<file path="config.mk">
export PLATFORM = sky130hd
export DESIGN_NAME = instruction_fetch_q
export DESIGN_NICKNAME = d
export VERILOG_FILES = /design/src/rtl/instruction_fetch_q.sv
export SDC_FILE = /design/constraint.sdc
export NUM_CORES = 1
export LEC_CHECK = 0
export CAP_MARGIN = 40
export CORE_MARGIN = 3
export CORE_UTILIZATION = 50
export DETAILED_ROUTE_END_ITERATION = 8
export PLACE_DENSITY_LB_ADDON = 0.2
export SYNTH_ARGS = -nofsm -noshare
export SYNTH_HDL_FRONTEND = slang
export SYNTH_SLANG_ARGS = --single-unit
</file>
<file path="constraint.sdc">
create_clock -name f_clk -period 3.7 [get_ports f_clk]
set_input_delay 0.74 -clock f_clk [delete_from_list [all_inputs] [get_ports f_clk]]
set_output_delay 0.74 -clock f_clk [all_outputs]
set_load 0.02 [all_outputs]
</file>
<file path="src/rtl/instruction_fetch_q.sv">
// Instruction fetch unit: one-outstanding syn/ack memory requests feeding a prefetch queue for decode.
// Optional FETCH_PERF_EN adds fetch/flush event counters.
module instruction_fetch_q #(
    parameter int unsigned          IWIDTH   = 32,
    parameter int unsigned          PC_WIDTH = 32,
    parameter int unsigned          QDEPTH   = 4,
    parameter logic [PC_WIDTH-1:0]  RESET_PC = '0,
    parameter int unsigned          PC_STEP  = 4
) (
    input  logic                f_clk,
    input  logic                f_rst,
    input  logic                f_i_ce,
    input  logic                f_i_stall,
    input  logic                f_i_change_pc,
    input  logic [PC_WIDTH-1:0] f_i_alu_pc,
    output logic                f_o_syn,
    output logic [PC_WIDTH-1:0] f_o_addr,
    input  logic                f_i_ack,
    input  logic [IWIDTH-1:0]   f_i_instr,
    input  logic                f_i_last,
    output logic [IWIDTH-1:0]   f_o_instr,
    output logic [PC_WIDTH-1:0] f_o_pc,
    output logic                f_o_ce
`ifdef FETCH_PERF_EN
    ,
    output logic [31:0]         f_o_fetch_cnt,
    output logic [31:0]         f_o_flush_cnt
`endif
);

    localparam int unsigned          PTR_W   = $clog2(QDEPTH);
    localparam int unsigned          CNT_W   = PTR_W + 1;
    localparam logic [CNT_W-1:0]     DEPTH_C = CNT_W'(QDEPTH);
    localparam logic [PC_WIDTH-1:0]  STEP_C  = PC_WIDTH'(PC_STEP);

    typedef enum logic [1:0] {
        S_IDLE = 2'd0,
        S_REQ  = 2'd1,
        S_HALT = 2'd2
    } state_t;

    state_t              state;
    logic [IWIDTH-1:0]   q_instr [QDEPTH];
    logic [PC_WIDTH-1:0] q_pc    [QDEPTH];
    logic [PTR_W-1:0]    rd_ptr;
    logic [PTR_W-1:0]    wr_ptr;
    logic [PTR_W-1:0]    rd_ptr_nxt;
    logic [CNT_W-1:0]    count;
    logic [CNT_W-1:0]    count_nxt;
    logic [PC_WIDTH-1:0] fetch_pc;
    logic [PC_WIDTH-1:0] addr_inc;
    logic                discard;
    logic                push;
    logic                pop;
    logic                room_nxt;
    logic [IWIDTH-1:0]   head_instr;
    logic [PC_WIDTH-1:0] head_pc;

    // Queue bookkeeping and the head entry as it will look after this edge
    always_comb begin
        push       = (state == S_REQ) && f_i_ack && !discard && !f_i_change_pc;
        pop        = f_o_ce && !f_i_stall && !f_i_change_pc;
        count_nxt  = count + CNT_W'(push) - CNT_W'(pop);
        rd_ptr_nxt = pop ? rd_ptr + PTR_W'(1) : rd_ptr;
        room_nxt   = count_nxt < DEPTH_C;
        addr_inc   = f_o_addr + STEP_C;
        head_instr = q_instr[rd_ptr_nxt];
        head_pc    = q_pc[rd_ptr_nxt];
        // Entry written this edge becomes head only when the queue drains to it
        if (push && (wr_ptr == rd_ptr_nxt)) begin
            head_instr = f_i_instr;
            head_pc    = f_o_addr;
        end
    end

    // Queue storage
    always_ff @(posedge f_clk) begin
        if (push) begin
            q_instr[wr_ptr] <= f_i_instr;
            q_pc[wr_ptr]    <= f_o_addr;
        end
    end

    // Fetch FSM, queue pointers and registered decode-side outputs
    always_ff @(posedge f_clk) begin
        if (f_rst) begin
            state     <= S_IDLE;
            f_o_syn   <= 1'b0;
            f_o_addr  <= RESET_PC;
            f_o_ce    <= 1'b0;
            f_o_instr <= '0;
            f_o_pc    <= '0;
            rd_ptr    <= '0;
            wr_ptr    <= '0;
            count     <= '0;
            fetch_pc  <= RESET_PC;
            discard   <= 1'b0;
        end else if (f_i_change_pc) begin
            rd_ptr   <= '0;
            wr_ptr   <= '0;
            count    <= '0;
            f_o_ce   <= 1'b0;
            fetch_pc <= f_i_alu_pc;
            if ((state == S_REQ) && !f_i_ack) begin
                // Request must complete on the bus; its response is dropped later
                discard <= 1'b1;
            end else begin
                discard <= 1'b0;
                if (f_i_ce) begin
                    state    <= S_REQ;
                    f_o_syn  <= 1'b1;
                    f_o_addr <= f_i_alu_pc;
                end else begin
                    state   <= S_IDLE;
                    f_o_syn <= 1'b0;
                end
            end
        end else begin
            if (push) begin
                wr_ptr <= wr_ptr + PTR_W'(1);
            end
            rd_ptr <= rd_ptr_nxt;
            count  <= count_nxt;
            f_o_ce <= (count_nxt != '0);
            if (count_nxt != '0) begin
                f_o_instr <= head_instr;
                f_o_pc    <= head_pc;
            end
            case (state)
                S_IDLE: begin
                    if (f_i_ce && (count < DEPTH_C)) begin
                        state    <= S_REQ;
                        f_o_syn  <= 1'b1;
                        f_o_addr <= fetch_pc;
                    end
                end
                S_REQ: begin
                    if (f_i_ack) begin
                        if (discard) begin
                            discard <= 1'b0;
                            if (f_i_ce && room_nxt) begin
                                f_o_addr <= fetch_pc;
                            end else begin
                                state   <= S_IDLE;
                                f_o_syn <= 1'b0;
                            end
                        end else begin
                            fetch_pc <= addr_inc;
                            if (f_i_last) begin
                                state   <= S_HALT;
                                f_o_syn <= 1'b0;
                            end else if (f_i_ce && room_nxt) begin
                                f_o_addr <= addr_inc;
                            end else begin
                                state   <= S_IDLE;
                                f_o_syn <= 1'b0;
                            end
                        end
                    end
                end
                default: begin
                end
            endcase
        end
    end

`ifdef FETCH_PERF_EN
    // Event counters, free-running modulo 2^32
    always_ff @(posedge f_clk) begin
        if (f_rst) begin
            f_o_fetch_cnt <= '0;
            f_o_flush_cnt <= '0;
        end else begin
            if (push) begin
                f_o_fetch_cnt <= f_o_fetch_cnt + 32'd1;
            end
            if (f_i_change_pc) begin
                f_o_flush_cnt <= f_o_flush_cnt + 32'd1;
            end
        end
    end
`endif

endmodule

</file>
==> impl_metrics.env <==
export IMPL_avgRoutedWirePerCell_um=22.7
export IMPL_numCtsBuffers=43
export IMPL_post_cts_buffers=0
export IMPL_min_period_over_period=0.849
export IMPL_rr_startpoint="discard$_SDFFE_PP0P_"
export IMPL_die_area_mm2=0.0417
export IMPL_yosysMostFrequentCell="nand2_1"
export IMPL_grt_first_pass_wirelength_um=89100
export IMPL_hp_start="f_o_instr[14]$_SDFFE_PP0P_"
export IMPL_worstPathArrival_ns=3.63
export IMPL_tightest_slew_ns=0.919
export IMPL_multi_input_comb_area_mm2=0.00834
export IMPL_syn2layout_area_growth_pct=20.1
export IMPL_htreeDepth=2
export IMPL_netlist_area_mm2=0.0197
export IMPL_drt_iter0_drc=1578
export IMPL_finalHoldViolCount=0
export IMPL_required_ns=4.19
export IMPL_final_setup_tns_ns=0
export IMPL_synth_common_cells="442 x nand2_1, 256 x edfxtp_1, 163 x a21oi_1"
export IMPL_skew_ns=0.0122
export IMPL_power_w=0.0106
export IMPL_rsz0062_at_grt="no"
export IMPL_port_buffers=168
export IMPL_cts_tree="yes"
export IMPL_power_density_mw_per_mm2=447
export IMPL_crit_fanout=15
export IMPL_p_int_w=0.00801
export IMPL_clk_latency_ns=0.55
export IMPL_status="completed"
export IMPL_drt_pass1_iter_count=6
export IMPL_regToRegSetupSlack_ns=0.59
export IMPL_clock_sinks=396
export IMPL_synth_top_cell_area_share=0.391
export IMPL_p_comb_frac=0.102
export IMPL_hold_path_end="f_o_instr[14]$_SDFFE_PP0P_"
export IMPL_p_leak_nw=8.51
export IMPL_hpwl_um=35100
export IMPL_final_nets=2066
export IMPL_die_h_um=204
export IMPL_vias=16100
export IMPL_synthFlopType="edfxtp_1"
export IMPL_syn_num_nets=1944
export IMPL_clock_path_buffers=3
export IMPL_diodes=0
export IMPL_cts_clk_slew_worst_paths_ns=0.06
export IMPL_grt_usage=0.270
export IMPL_initial_utilization=0.507
export IMPL_maxCapViolations=0
export IMPL_core_mm2=0.0387
export IMPL_drc=0
export IMPL_fill_cells=3103
export IMPL_ys_seq_elements=396
export IMPL_seq_power_share=0.474
export IMPL_synth_area_top_cells="edfxtp_1 39%, dfxtp_1 14%, nand2_1 8.4%"
export IMPL_ys_seq_area_frac=0.534
export IMPL_setup_viol=0
export IMPL_whs_path_depth=2
export IMPL_routed_via_density=6.36
export IMPL_drive_gt1_frac=0.142
export IMPL_row_count=72
export IMPL_worstHoldPathType="flop to flop"
export IMPL_synth_warnings=0
export IMPL_switching_share=0.241
export IMPL_routed_wl_um=57700
export IMPL_slew_headroom=0.387
export IMPL_fin_crit_ns=3.14
export IMPL_drv_slew=0
export IMPL_antenna_found_initial=0
export IMPL_async_flop_share=0
export IMPL_ctsHoldBuffers=0
export IMPL_cts_resized_gates=0
export IMPL_clockRootBuffer="clkbuf_16"
export IMPL_register_area_mm2=0.0105
export IMPL_timing_hold_ws_ns=0.478
export IMPL_synth_edff_count=256
export IMPL_syn_area_per_cell_um2=10.5
export IMPL_critPathLaunchType="input port"
export IMPL_p_switching_w=0.00255
export IMPL_endpoint_kind="flop"
export IMPL_globalRouteOverflowTotal=0
export IMPL_netlist_instances=1865
export IMPL_synth_top_area_cell="edfxtp_1"
export IMPL_worstSetupPathType="input port to flop"
export IMPL_drtAntennaViolNets=0
export IMPL_r2r_cells=14
export IMPL_gp_congestion=0.871
export IMPL_clock_fmax_ghz=0.318
export IMPL_first_global_vias=15900
export IMPL_pwr_share_clk=0.424
export IMPL_grt_max_degree=193
export IMPL_peakVddDrop_mv=0.292
export IMPL_synth_distinct_cells=83
export IMPL_die_w_um=204
export IMPL_num_io_pins=169
export IMPL_worstReg2RegEnd="f_o_addr[31]$_SDFFE_PP0P_"
## worst max path at each step
| stage | from | end | slack (ns) | cells after the start |
|---|---|---|---|---|
| floorplan | f_i_change_pc | f_o_instr[10]$_SDFFE_PP0P_ | 0.03 | 16 |
| global placement | f_i_ack | f_o_addr[31]$_SDFFE_PP0P_ | 0.008 | 14 |
| detailed placement | f_i_ack | f_o_addr[31]$_SDFFE_PP0P_ | 0.004 | 14 |
| CTS | f_i_ack | f_o_addr[31]$_SDFFE_PP0P_ | 0.59 | 14 |
| global route | f_i_ack | f_o_addr[31]$_SDFFE_PP0P_ | 0.33 | 14 |
| finish | f_i_ack | f_o_addr[31]$_SDFFE_PP0P_ | 0.56 | 14 |
## registers in the layout, summed over array words and instances, names as in the netlist
name	cells
count	3
discard	1
f_o_addr	32
f_o_ce	1
f_o_instr	32
f_o_pc	32
f_o_syn	1
fetch_pc	32
q_instr	128
q_pc	128
rd_ptr	2
state	2
wr_ptr	2
## logic make-up after synthesis
| kind of cell | synth area share |
|---|---|
| compound gates | 0.234 |
| xor+xnor | 0.0106 |
| fa+ha+maj | 0.00547 |
| buf+inv | 0.0465 |
| flops | 0.534 |
| mux | 0.0342 |
| simple gates | 0.136 |
## cell usage in the layout, fill, tap and decap left out, types with 19 or more instances in the layout
master / instances
nand2_1: 442
o21ai_0: 19
clkbuf_16: 45
buf_12: 22
mux2i_1: 66
a22oi_1: 75
nand3_1: 22
edfxtp_1: 256
clkdlybuf4s50_1: 166
o2111ai_1: 24
a21oi_1: 162
nor2_1: 43
dfxtp_1: 140
o2111ai_2: 40
o211ai_2: 60
a32oi_1: 64
inv_1: 20
buf_4: 53
## power groups by stage
stage               Combinational (W)  Clock, W  Sequential [W]
floorplan                    0.000508         0         0.00512
global placement              0.00105         0         0.00509
detailed placement            0.00107         0         0.00509
CTS                           0.00108   0.00453         0.00500
global route                  0.00116   0.00471         0.00502
finish                        0.00108   0.00447         0.00500
## worst max-delay path, cell delays in order
cell	delay (ns)
clkdlybuf4s50_1	0.49
nand2_2	0.08
nor2_4	0.11
clkinv_2	0.07
ha_1	0.27
inv_1	0.04
ha_1	0.18
fa_1	0.37
xor3_2	0.23
a32oi_2	0.15
a211o_1	0.30
buf_12	0.16
or3_1	0.34
nand4_1	0.10
## cell type report
| type | instances | share of cell area |
|---|---|---|
| timing repair buffer | 245 | 0.109 |
| inverter | 24 | 0.00408 |
| multi-input combinational | 1277 | 0.353 |
| sequential | 396 | 0.444 |
| clock inverter | 22 | 0.0112 |
| tap | 518 | 0.0274 |
| clock buffer | 56 | 0.0511 |
## routing by layer
| metal | share of wire | track usage |
|---|---|---|
| met5 | 0 | 0 |
| met4 | 0.027 | 0.0978 |
| met3 | 0.085 | 0.0465 |
| met2 | 0.48 | 0.438 |
| met1 | 0.41 | 0.366 |
## stage by stage
stage / setup WS [ns] / cells / util / cell area (um2)
floorplan: 0.0297 / 1865 / - / 19700
global placement: 0.00783 / 2457 / 0.570 / 22100
detailed placement: 0.00428 / 2460 / 0.572 / 22100
CTS: 0.589 / 2538 / 0.610 / 23600
global route: 0.335 / 2538 / 0.610 / 23600
finish: 0.557 / 2538 / 0.610 / 23600
No activity file was read; power rests on OpenSTA's default activity.
